$ cat src/rtl/threshold_event_pkg.sv
// threshold_event_pkg: shared types and constants for the threshold event detector
package threshold_event_pkg;
  localparam int STAMP_W = 16;
  localparam logic EVT_RISE = 1'b1;
  localparam logic EVT_FALL = 1'b0;
  typedef enum logic [1:0] {LOW, RISE_PEND, HIGH, FALL_PEND} state_t;
  typedef struct packed {
    logic typ;
    logic [STAMP_W-1:0] stamp;
  } evt_t;
endpackage

$ cat src/rtl/event_fifo.sv
// event_fifo: synchronous FIFO with full/empty flags and same-cycle push/pop
module event_fifo #(
  parameter int W = 17,
  parameter int DEPTH = 4
) (
  input  logic         clk,
  input  logic         rst,
  input  logic         push,
  input  logic         pop,
  input  logic [W-1:0] din,
  output logic [W-1:0] dout,
  output logic         full,
  output logic         empty
);
  localparam int AW = $clog2(DEPTH);
  logic [W-1:0] mem [DEPTH];
  logic [AW:0] wr, rd;
  logic do_push, do_pop;
  assign empty = wr == rd;
  assign full = (wr[AW] != rd[AW]) && (wr[AW-1:0] == rd[AW-1:0]);
  assign do_pop = pop && !empty;
  assign do_push = push && (!full || do_pop);
  assign dout = mem[rd[AW-1:0]];
  // storage and pointers; a pop frees the slot a simultaneous push needs when full
  always_ff @(posedge clk or posedge rst)
    if (rst) begin
      wr <= '0;
      rd <= '0;
      for (int i = 0; i < DEPTH; i++) mem[i] <= '0;
    end else begin
      if (do_push) begin
        mem[wr[AW-1:0]] <= din;
        wr <= wr + 1'b1;
      end
      if (do_pop) rd <= rd + 1'b1;
    end
endmodule

$ cat src/rtl/threshold_event_detector.sv
// threshold_event_detector: hysteresis crossing detector with hold qualification and timestamped event FIFO
module threshold_event_detector
  import threshold_event_pkg::*;
#(
  parameter int WIDTH = 16,
  parameter int HOLD = 3,
  parameter int DEPTH = 4
) (
  input  logic               clk,
  input  logic               rst,
  input  logic [WIDTH-1:0]   data_in,
  input  logic               in_valid,
  input  logic [WIDTH-1:0]   thresh_hi,
  input  logic [WIDTH-1:0]   thresh_lo,
  output logic               level,
  output logic               evt_valid,
  input  logic               evt_ready,
  output logic               evt_type,
  output logic [STAMP_W-1:0] evt_stamp,
  output logic               overflow,
  input  logic               clr_overflow
);
  localparam int CW = $clog2(HOLD + 1);
  localparam logic [CW-1:0] HOLD_C = CW'(HOLD);
  state_t state;
  logic [CW-1:0] cnt;
  logic [STAMP_W-1:0] idx;
  logic rq, fq, rise_done, fall_done, push, pop, full, empty;
  evt_t head, evt;
  assign rq = data_in >= thresh_hi;
  assign fq = data_in < thresh_lo;
  assign rise_done = in_valid && rq && ((state == LOW && HOLD == 1) || (state == RISE_PEND && cnt + 1'b1 == HOLD_C));
  assign fall_done = in_valid && fq && ((state == HIGH && HOLD == 1) || (state == FALL_PEND && cnt + 1'b1 == HOLD_C));
  assign push = rise_done || fall_done;
  assign pop = evt_valid && evt_ready;
  assign evt = '{typ: rise_done ? EVT_RISE : EVT_FALL, stamp: idx};
  assign evt_valid = !empty;
  assign evt_type = head.typ;
  assign evt_stamp = head.stamp;
  // crossing FSM with run counter, sample index and registered level
  always_ff @(posedge clk or posedge rst)
    if (rst) begin
      state <= LOW;
      cnt <= '0;
      idx <= '0;
      level <= 1'b0;
    end else if (in_valid) begin
      idx <= idx + 1'b1;
      case (state)
        LOW: if (rq) begin
          state <= HOLD == 1 ? HIGH : RISE_PEND;
          cnt <= HOLD == 1 ? '0 : CW'(1);
          level <= HOLD == 1;
        end
        RISE_PEND: if (!rq) begin
          state <= LOW;
          cnt <= '0;
        end else if (rise_done) begin
          state <= HIGH;
          cnt <= '0;
          level <= 1'b1;
        end else cnt <= cnt + 1'b1;
        HIGH: if (fq) begin
          state <= HOLD == 1 ? LOW : FALL_PEND;
          cnt <= HOLD == 1 ? '0 : CW'(1);
          level <= HOLD != 1;
        end
        FALL_PEND: if (!fq) begin
          state <= HIGH;
          cnt <= '0;
        end else if (fall_done) begin
          state <= LOW;
          cnt <= '0;
          level <= 1'b0;
        end else cnt <= cnt + 1'b1;
        default: state <= LOW;
      endcase
    end
  // sticky overflow: a dropped event wins over a same-cycle clear
  always_ff @(posedge clk or posedge rst)
    if (rst) overflow <= 1'b0;
    else if (push && full && !pop) overflow <= 1'b1;
    else if (clr_overflow) overflow <= 1'b0;
  event_fifo #(.W($bits(evt_t)), .DEPTH(DEPTH)) u_fifo (
    .clk(clk),
    .rst(rst),
    .push(push),
    .pop(pop),
    .din(evt),
    .dout(head),
    .full(full),
    .empty(empty)
  );
endmodule

$ cat config.mk
export PLATFORM = sky130hd
export DESIGN_NAME = threshold_event_detector
export DESIGN_NICKNAME = d
export VERILOG_FILES = /design/src/rtl/threshold_event_pkg.sv /design/src/rtl/event_fifo.sv /design/src/rtl/threshold_event_detector.sv
export SDC_FILE = /design/constraint.sdc
export NUM_CORES = 1
export LEC_CHECK = 0
export ABC_AREA = 1
export CORE_ASPECT_RATIO = 0.8
export CORE_UTILIZATION = 54
export CTS_BUF_LIST = sky130_fd_sc_hd__clkbuf_8 sky130_fd_sc_hd__clkbuf_16
export CTS_CLUSTER_DIAMETER = 60
export DETAILED_ROUTE_END_ITERATION = 8
export HOLD_SLACK_MARGIN = 0.02
export PLACE_DENSITY_LB_ADDON = 0.12
export SLEW_MARGIN = 30
export SYNTH_ARGS = -nofsm -noshare
export SYNTH_HDL_FRONTEND = slang
export SYNTH_SLANG_ARGS = --single-unit
$ cat constraint.sdc
create_clock -name clk -period 6.95 [get_ports clk]
set_input_delay 1.0425 -clock clk [delete_from_list [all_inputs] [get_ports clk]]
set_output_delay 1.0425 -clock clk [all_outputs]
set_load 0.01 [all_outputs]
**Yosys cells after proc, flatten, opt, wreduce, memory -nomap -nowiden**

Cells that the tools add are included.
W data, S select, Z words.

- Add/sub/neg operators: 4
- Order comparisons: 5
- Equality and inequality tests: 15
- Muxes and demuxes: 29
- Bitwise gates (word level): 2
- Reductions and logical operators: 23

Operators with widths:

| cell | number |
|---|---|
| $bwmux W68 | 1 |
| $mux W17 | 3 |
| $bmux W17 S2 | 1 |
| $demux W17 S2 | 1 |
| $mux W2 | 11 |
| $add A16 B1 Y16 const B | 1 |
| $ge A16 B16 Y1 | 1 |
| $lt A16 B16 Y1 | 1 |
| $pmux W2 S4 | 2 |
| $logic_and A1 B1 Y1 | 13 |
| $ne A2 B2 Y1 const B | 6 |
| $mux W1 | 9 |
| $reduce_and A7 Y1 | 1 |
| $add A3 B1 Y3 const B | 2 |
| $eq A2 B2 Y1 const B | 3 |
| $ge A3 B3 Y1 const B | 2 |
| $ne A3 B3 Y1 const B | 2 |
| $not A2 Y3 | 2 |
| $reduce_and A5 Y1 | 1 |
| $pmux W1 S4 | 1 |
| $eq A3 B3 Y1 | 1 |
| $logic_not A1 Y1 | 3 |
| $lt A3 B1 Y1 const B | 1 |
| $reduce_and A3 Y1 | 1 |
| other kinds (7) | 8 |

- Register bits: 96
- Input port bits: 53
- Output and inout bits: 20

**Logic depth before layout (Yosys ltp)**

Gate-level depths: netlist (run 1).

- Depth after elaboration: 8
- Depth in mapped cells: 16

**Hierarchy**

A second synthesis (run 1) with hierarchy kept.

- Cells, all modules: 719
- Area total of the unflattened synthesis: 5820.6 um2

Modules (own cells, without submodules):

| module | times used | cells each | area an instance (um2) | sequential area each (um2) |
|---|---|---|---|---|
| event_fifo | 1 | 450 | 3757.4 | 1851.8 |
| threshold_event_detector | 1 | 269 | 2063.2 | 550.5 |

**Least setup slack after synthesis (run 1)**

OpenSTA, ideal clock, no wires.

- Path type: in2reg
- Start point: input port thresh_hi[11]
- End point: register u_fifo.mem[33] (netlist name)
- Library setup time: 0.120 ns
- Arrival: 2.452 ns
- Path slack: 4.378 ns
- Stages: 13
- Path buffers: 1
- Cells stage by stage: inv_1 > ha_1 > nand2_1 > o21bai_1 > a21oi_1 > nor2_2 > nand2_4 > nand3_4 > nand2_8 > nand3_4 > buf_6 > nand2_1 > o21ai_2

- Longest elaborated chain between the ends: 5
- Elaborated cells on any way between the ends: 7

RTL lines:

| what | RTL line | source |
|---|---|---|
| start, declared | threshold_event_detector.sv:13 | `input logic [WIDTH-1:0] thresh_hi,` |
| $ge A16 B16 Y1 (*) | threshold_event_detector.sv:30 | `assign rq = data_in >= thresh_hi;` |
| $logic_and A1 B1 Y1 (*) (2 in series) | threshold_event_detector.sv:32 | `assign rise_done = in_valid && rq && ((state == LOW && HOLD == 1) \|\| (state == RISE_PEND && cnt + 1'b1 == HOLD ...` |
| $mux W1 or $logic_or A1 B1 Y1 (tied branches) | threshold_event_detector.sv:36, threshold_event_detector.sv:34 |  |
| $bwmux W68 or $logic_and A1 B1 Y1 (tied branches) | event_fifo.sv:32, event_fifo.sv:22 |  |
| end signal, assigned by index | event_fifo.sv:32 | `mem[wr[AW-1:0]] <= din;` |
| end, declared | event_fifo.sv:16 | `logic [W-1:0] mem [DEPTH];` |

Mark *: on every way between the ends. The rest lies on a longest branch, timed or not.
A chain may end at the register's enable or synchronous reset.

**Worst setup path after layout (run 1)**

- Start point: register u_fifo.rd[1]
- End point: output port evt_stamp[8]

- Longest elaborated chain between the ends: 4

RTL lines:

| what | RTL line | source |
|---|---|---|
| start, declared | event_fifo.sv:17 | `logic [AW:0] wr, rd;` |
| start signal, assigned | event_fifo.sv:35 | `if (do_pop) rd <= rd + 1'b1;` |
| $not A2 Y3 (implied by the code) | event_fifo.sv:23 | `assign dout = mem[rd[AW-1:0]];` |
| $bmux W17 S2 | event_fifo.sv:23 |  |
| $mux W17 (implied by the code) (2 in series) | event_fifo.sv:23 |  |
| end, declared | threshold_event_detector.sv:19 | `output logic [STAMP_W-1:0] evt_stamp,` |

Every way passes these cells. The select of a mux whose other input is x is not followed.

==> flow_metrics.tcl, run 1 <==
set metrics [dict create \
    status "finished clean" \
    timing.rr.start "u_fifo.rd[0]" \
    synth_warnings 0 \
    synth.area.mux_share_pct 0 \
    dieArea_sq_mm 0.0105 \
    vias 4407 \
    dp_hpwl_mm 8.24 \
    tightestPinTransition_ns 0.831 \
    required_ns 5.91 \
    htree_levels 3 \
    max_cap_viol_count 0 \
    viasPerCell 5.25 \
    area_growth_pct 18.8 \
    coreArea_sq_mm 0.00969 \
    slew_viol_final 0 \
    leakage_nw 3.11 \
    globalRouteMet3Util_pct 5.75 \
    utilization_pct 66.6 \
    rsz0062_at_grt "no" \
    arrival_ns 2.63 \
    syn_area_sq_mm 0.00543 \
    diodes 0 \
    synth_simple_gate_area_share_pct 19.2 \
    io_buffers 72 \
    rows 32 \
    die_width_um 114 \
    synth_edf_count 0 \
    max_slew_margin_pct 44.6 \
    crit_path_max_fanout 20 \
    cts.sinks 96 \
    yosysUniqueCellTypes 31 \
    track_usage_pct 24.3 \
    synthAdderAreaFrac_pct 9.90 \
    peakVddDrop_v 0.000146 \
    hold_start "level" \
    finalSetupTns_ns 0 \
    hold_viol 0 \
    crit_type "reg -> out" \
    max_freq_mhz 272 \
    critPathCaptureType "primary output" \
    rrSetupSlack_ns 4.84 \
    numCtsBuffers 9 \
    clock_latency_ns 0.34 \
    ys_ff_latch 96 \
    drive_above_1_share_pct 6.53 \
    ant_nets 0 \
    layout_commonest_cell "nand2_1" \
    synth_top_family_by_area "simple AND/OR/NAND/NOR gates" \
    clock_tree.buffer_depth 2 \
    rr_worst_depth 5 \
    ios 73 \
    final_cell_mix "nand2_1 (137), dfrtp_1 (95), inv_1 (74)" \
    final_nets 795 \
    hold_path_end "level" \
    hold-path-cell-count 2 \
    routedWlPerCell_um 13.7 \
    powerDensity_mw_per_mm2 318 \
    fillCellCount 831 \
    ys_async_sr_fraction_pct 100 \
    syn_inst 638 \
    setup_viol 0 \
    first_pass_iters 5 \
    use_met1_pct 34.3 \
    clkTransAtPathRegs_ns 0.06 \
    synth_xor_area_share_pct 3.06 \
    grt-ovfl-total 0 \
    grt_pass1_wl_mm 19.9 \
    gp_congestion 0.796 \
    drc 0 \
    drt_iter0_markers 251 \
    post_cts_resized 0 \
    wirelength_mm 11.5 \
    cts_tree "yes" \
    seq_area_frac_synth_pct 44.2 \
    busiest_layer "met2" \
    finClkSkew_ns 0.00576 \
    worst_r2r_endpoint "u_fifo.mem[6]" \
    period_needed_ns 3.68 \
    synth_compound_area_share_pct 15.0 \
    grt_pass1_vias 4304 \
    cp-start-kind "flop" \
    holdBufCountCts 0 \
    post_cts_buffers 0 \
    hp-class "reg -> reg" \
    post-route-period-util_pct 52.9 \
    synth_flop_cell "dfrtp_1" \
    antenna_found_initial 0 \
    grt_use_met2_pct 37.9 \
    die_y_um 91.7 \
    syn_nets 734 \
    initial_utilization_pct 56.1 \
    grt_max_degree 68 \
    cts_root_buf "clkbuf_16" \
    postSynthAreaPerCell_sq_um 8.52 \
]
-- synth_stat cells, types with 5 or more instances --
cell type / n / area (sq um)
buf_6: 12 / 135
clkbuf_1: 7 / 26.3
nand3_4: 5 / 87.6
o21ai_0: 41 / 205
ha_1: 43 / 538
nand3_1: 12 / 60.1
xor2_1: 14 / 123
o21ai_2: 13 / 114
xnor2_1: 5 / 43.8
a21oi_1: 17 / 85.1
nor3_1: 7 / 35.0
nand4_1: 8 / 50.1
o22ai_1: 18 / 113
nand2_1: 137 / 514
dfrtp_1: 96 / 2400
nor2_1: 55 / 206
inv_1: 75 / 282
o21ai_1: 55 / 275
-- critical path: stages, from the launching register on --
cell             delay, ns
dfrtp_1               0.65
inv_1                 0.62
o21ai_0               0.22
o22ai_1               0.21
clkdlybuf4s50_1       0.58
-- flip-flops by register name, indices dropped and copies added, names as in the netlist --
name        count
u_fifo.mem     68
state           2
level           1
cnt             2
idx            16
u_fifo.wr       3
u_fifo.rd       3
overflow        1
-- area by class of cell --
| type | instances | area (sq um) | share of cell area, % |
|---|---|---|---|
| clock buffer | 14 | 294 | 4.55 |
| multi-input combinational | 443 | 2560 | 39.7 |
| timing repair buffer | 73 | 728 | 11.3 |
| inverter | 76 | 287 | 4.44 |
| sequential | 96 | 2400 | 37.2 |
| clock inverter | 2 | 11.3 | 0.174 |
| tap | 136 | 170 | 2.64 |
-- routing by layer --
layer | wire length, um | vias up | share of wire [%]
li1 | - | 2215 | -
met1 | 5740 | 2084 | 50
met2 | 5090 | 99 | 44
met3 | 574 | 9 | 5.0
met4 | 93 | 0 | 0.81
met5 | 0 | - | 0
-- logic make-up (layout without fill, tap and decap cells) --
logic type,Yosys count,in the layout
AO/OA/AOI/OAI,147,147
XOR/XNOR,19,19
adder cells (fa/ha/maj),43,43
buffers and inverters,99,165
flip-flops,96,96
AND/OR/NAND/NOR,234,234
-- worst max path at each step --
stage                     depth (start not counted)             to  slack [ns]          start
after floorplan                                   1         cnt[0]        3.40            rst
after global placement                            4   evt_stamp[2]        3.09   u_fifo.rd[0]
after detailed placement                         12  u_fifo.mem[7]        3.42  thresh_hi[15]
after CTS                                         4   evt_stamp[3]        3.05   u_fifo.rd[0]
after global routing                              4   evt_stamp[8]        3.17   u_fifo.rd[1]
final                                             4   evt_stamp[8]        3.27   u_fifo.rd[1]
-- power by group --
group | total (mW) | internal [mW] | switching (mW)
logic | 0.796 | 0.349 | 0.448
registers | 0.769 | 0.650 | 0.120
clock network | 0.489 | 0.290 | 0.199
-- per-stage QoR --
| step | std cells | setup slack (ns) | instance area [sq um] | total power [mW] | hold slack, ns |
|---|---|---|---|---|---|
| 2_1_floorplan | 638 | 3.40 | 5430 | 1.26 | 0.442 |
| 3_3_place_gp | 824 | 3.09 | 6150 | 1.54 | 0.456 |
| 3_5_place_dp | 824 | 3.42 | 6150 | 1.57 | 0.463 |
| 4_1_cts | 840 | 3.05 | 6460 | 2.06 | 0.478 |
| 5_1_grt | 840 | 3.17 | 6460 | 2.20 | 0.494 |
| 6_report | 840 | 3.27 | 6460 | 2.05 | 0.471 |
(Power assumes the default switching activity.)
==> inputs of run 2 (changes only) <==
==> constraint.sdc (replaced) <==
create_clock -name clk -period 3.7 [get_ports clk]
set_input_delay 0.555 -clock clk [delete_from_list [all_inputs] [get_ports clk]]
set_output_delay 0.555 -clock clk [all_outputs]
set_load 0.01 [all_outputs]
==> run 2 against run 1 <==
  * Setup slack got worse by 2.8 ns
  * Sequential power rose by 81%
  * Register-to-register slack worse by 3.4 ns
  * First-iteration DRC count increased by 55%
  * Core utilization grew 0.28 points
  * Wire length is 6.2% higher
  * Die area stayed put
  * Highest routed layer unchanged
  * Flip-flop and latch count did not move
==> flow_metrics.tcl, run 2 (synthesis results as in run 1) <==
set metrics [dict create \
    peakVddDrop_v 0.000459 \
    max_freq_mhz 307 \
    routedWlPerCell_um 14.5 \
    grt_use_met2_pct 38.1 \
    max_slew_margin_pct 45.2 \
    cts.sinks 96 \
    slowest_stage "dfrtp_1" \
    critPathCaptureType "primary output" \
    globalRouteMet3Util_pct 5.02 \
    final_cells 844 \
    cp-start-kind "flop" \
    io_buffers 72 \
    post_cts_buffers 0 \
    diodes 0 \
    arrival_ns 2.70 \
    drc 0 \
    clock_latency_ns 0.34 \
    timing.rr.start "u_fifo.rd[1]" \
    crit_buf_inv 2 \
    finalSetupTns_ns 0 \
    ant_nets 0 \
    status "finished clean" \
    startpoint "u_fifo.rd[1]" \
    crit_path_max_incr_delay_ns 0.70 \
    track_usage_pct 25.1 \
    crit_type "reg -> out" \
    dp.cells 829 \
    leakage_nw 3.12 \
    final_nets 800 \
    final_cell_mix "nand2_1 (137), dfrtp_1 (96), inv_1 (74)" \
    area_growth_pct 19.3 \
    wirelength_mm 12.2 \
    crit_family "buffers and inverters" \
    clock_tree.buffer_depth 2 \
    first_pass_iters 5 \
    numCtsBuffers 9 \
    busiest_layer "met2" \
    use_met1_pct 36.8 \
    place_ws_ns 0.597 \
    max_cap_viol_count 0 \
    cts_tree "yes" \
    die_width_um 114 \
    fillCellCount 821 \
    clkTransAtPathRegs_ns 0.06 \
    gp_congestion 0.830 \
    drive_above_1_share_pct 6.92 \
    hp-class "reg -> reg" \
    grt-ovfl-total 0 \
    slew_viol_final 0 \
    post_cts_resized 0 \
    coreArea_sq_mm 0.00969 \
    rows 32 \
    dp_hpwl_mm 8.53 \
    grt_pass1_wl_mm 20.5 \
    drt_iter0_markers 390 \
    tightestPinTransition_ns 0.822 \
    period_needed_ns 3.25 \
    viasPerCell 5.38 \
    antenna_found_initial 0 \
    finClkSkew_ns 0.00746 \
    htree_levels 3 \
    setup_viol 0 \
    holdBufCountCts 0 \
    required_ns 3.14 \
    cts_root_buf "clkbuf_16" \
    max_flop_register "u_fifo.mem" \
    worstPathCellList "inv_1 -> o21ai_0 -> o22ai_1 -> clkdlybuf4s50_1" \
    grt_pass1_vias 4316 \
    rrSetupSlack_ns 1.44 \
    vias 4543 \
    placed_area_sq_mm 0.00619 \
    fin_hold_ws_ns 0.469 \
    largest_registers "u_fifo.mem x68, idx x16" \
    rsz0062_at_grt "no" \
    largest_reg_flops 68 \
    die_y_um 91.7 \
    powerDensity_mw_per_mm2 599 \
    worst_slack_ns 0.448 \
    initial_utilization_pct 56.1 \
    dieArea_sq_mm 0.0105 \
    ios 73 \
    final_cell_area_sq_mm 0.00648 \
    grt_max_degree 57 \
    utilization_pct 66.9 \
    hold_start "idx[11]" \
    crit_path_max_fanout 20 \
    post-route-period-util_pct 87.9 \
    layout_commonest_cell "nand2_1" \
    power_mw 3.88 \
    hold_viol 0 \
]
[run 2: cell types whose count changed in the layout (fill, tap and decap cells not counted), sizes merged]
cell    delta
buf        +5
clkbuf     -1
clkinv     +1
inv        -1
[run 2: path summary, 6_finish.rpt]
check                                 end  cells after the start
setup / recovery                 evt_type                      4
hold / removal                    idx[11]                      1
min in group asynchronous        overflow                      2
max in group asynchronous  u_fifo.mem[43]                      3
setup reg to reg           u_fifo.mem[24]                      5
hold reg to reg                   idx[11]                      1
[run 2: worst reg2reg max path, cell delays in order, from the launching register on]
cell and delay (ns):
dfrtp_1 0.88, xnor2_1 0.23, nand3_2 0.30, nand3_4 0.50
nand2_1 0.14, o21ai_1 0.12
[run 2: layer usage]
metal / vias up / routed length [um]
met1: 2173 / 5970
li1: 2227 / -
met3: 13 / 648
met5: - / 0
met4: 0 / 104
met2: 130 / 5480
[run 2: layout make-up]
type                       count  area, sq um  share of cell area, %
multi-input combinational    443         2560                   39.5
sequential                    96         2400                   37.1
timing repair buffer          78          766                   11.8
inverter                      76          290                   4.48
clock buffer                  13          280                   4.32
tap                          136          170                   2.62
clock inverter                 2         12.5                  0.193
[run 2: power by group]
| group | internal, mW | switching, mW |
|---|---|---|
| Combinational | 0.669 | 0.921 |
| Clock | 0.524 | 0.378 |
| Sequential | 1.22 | 0.172 |
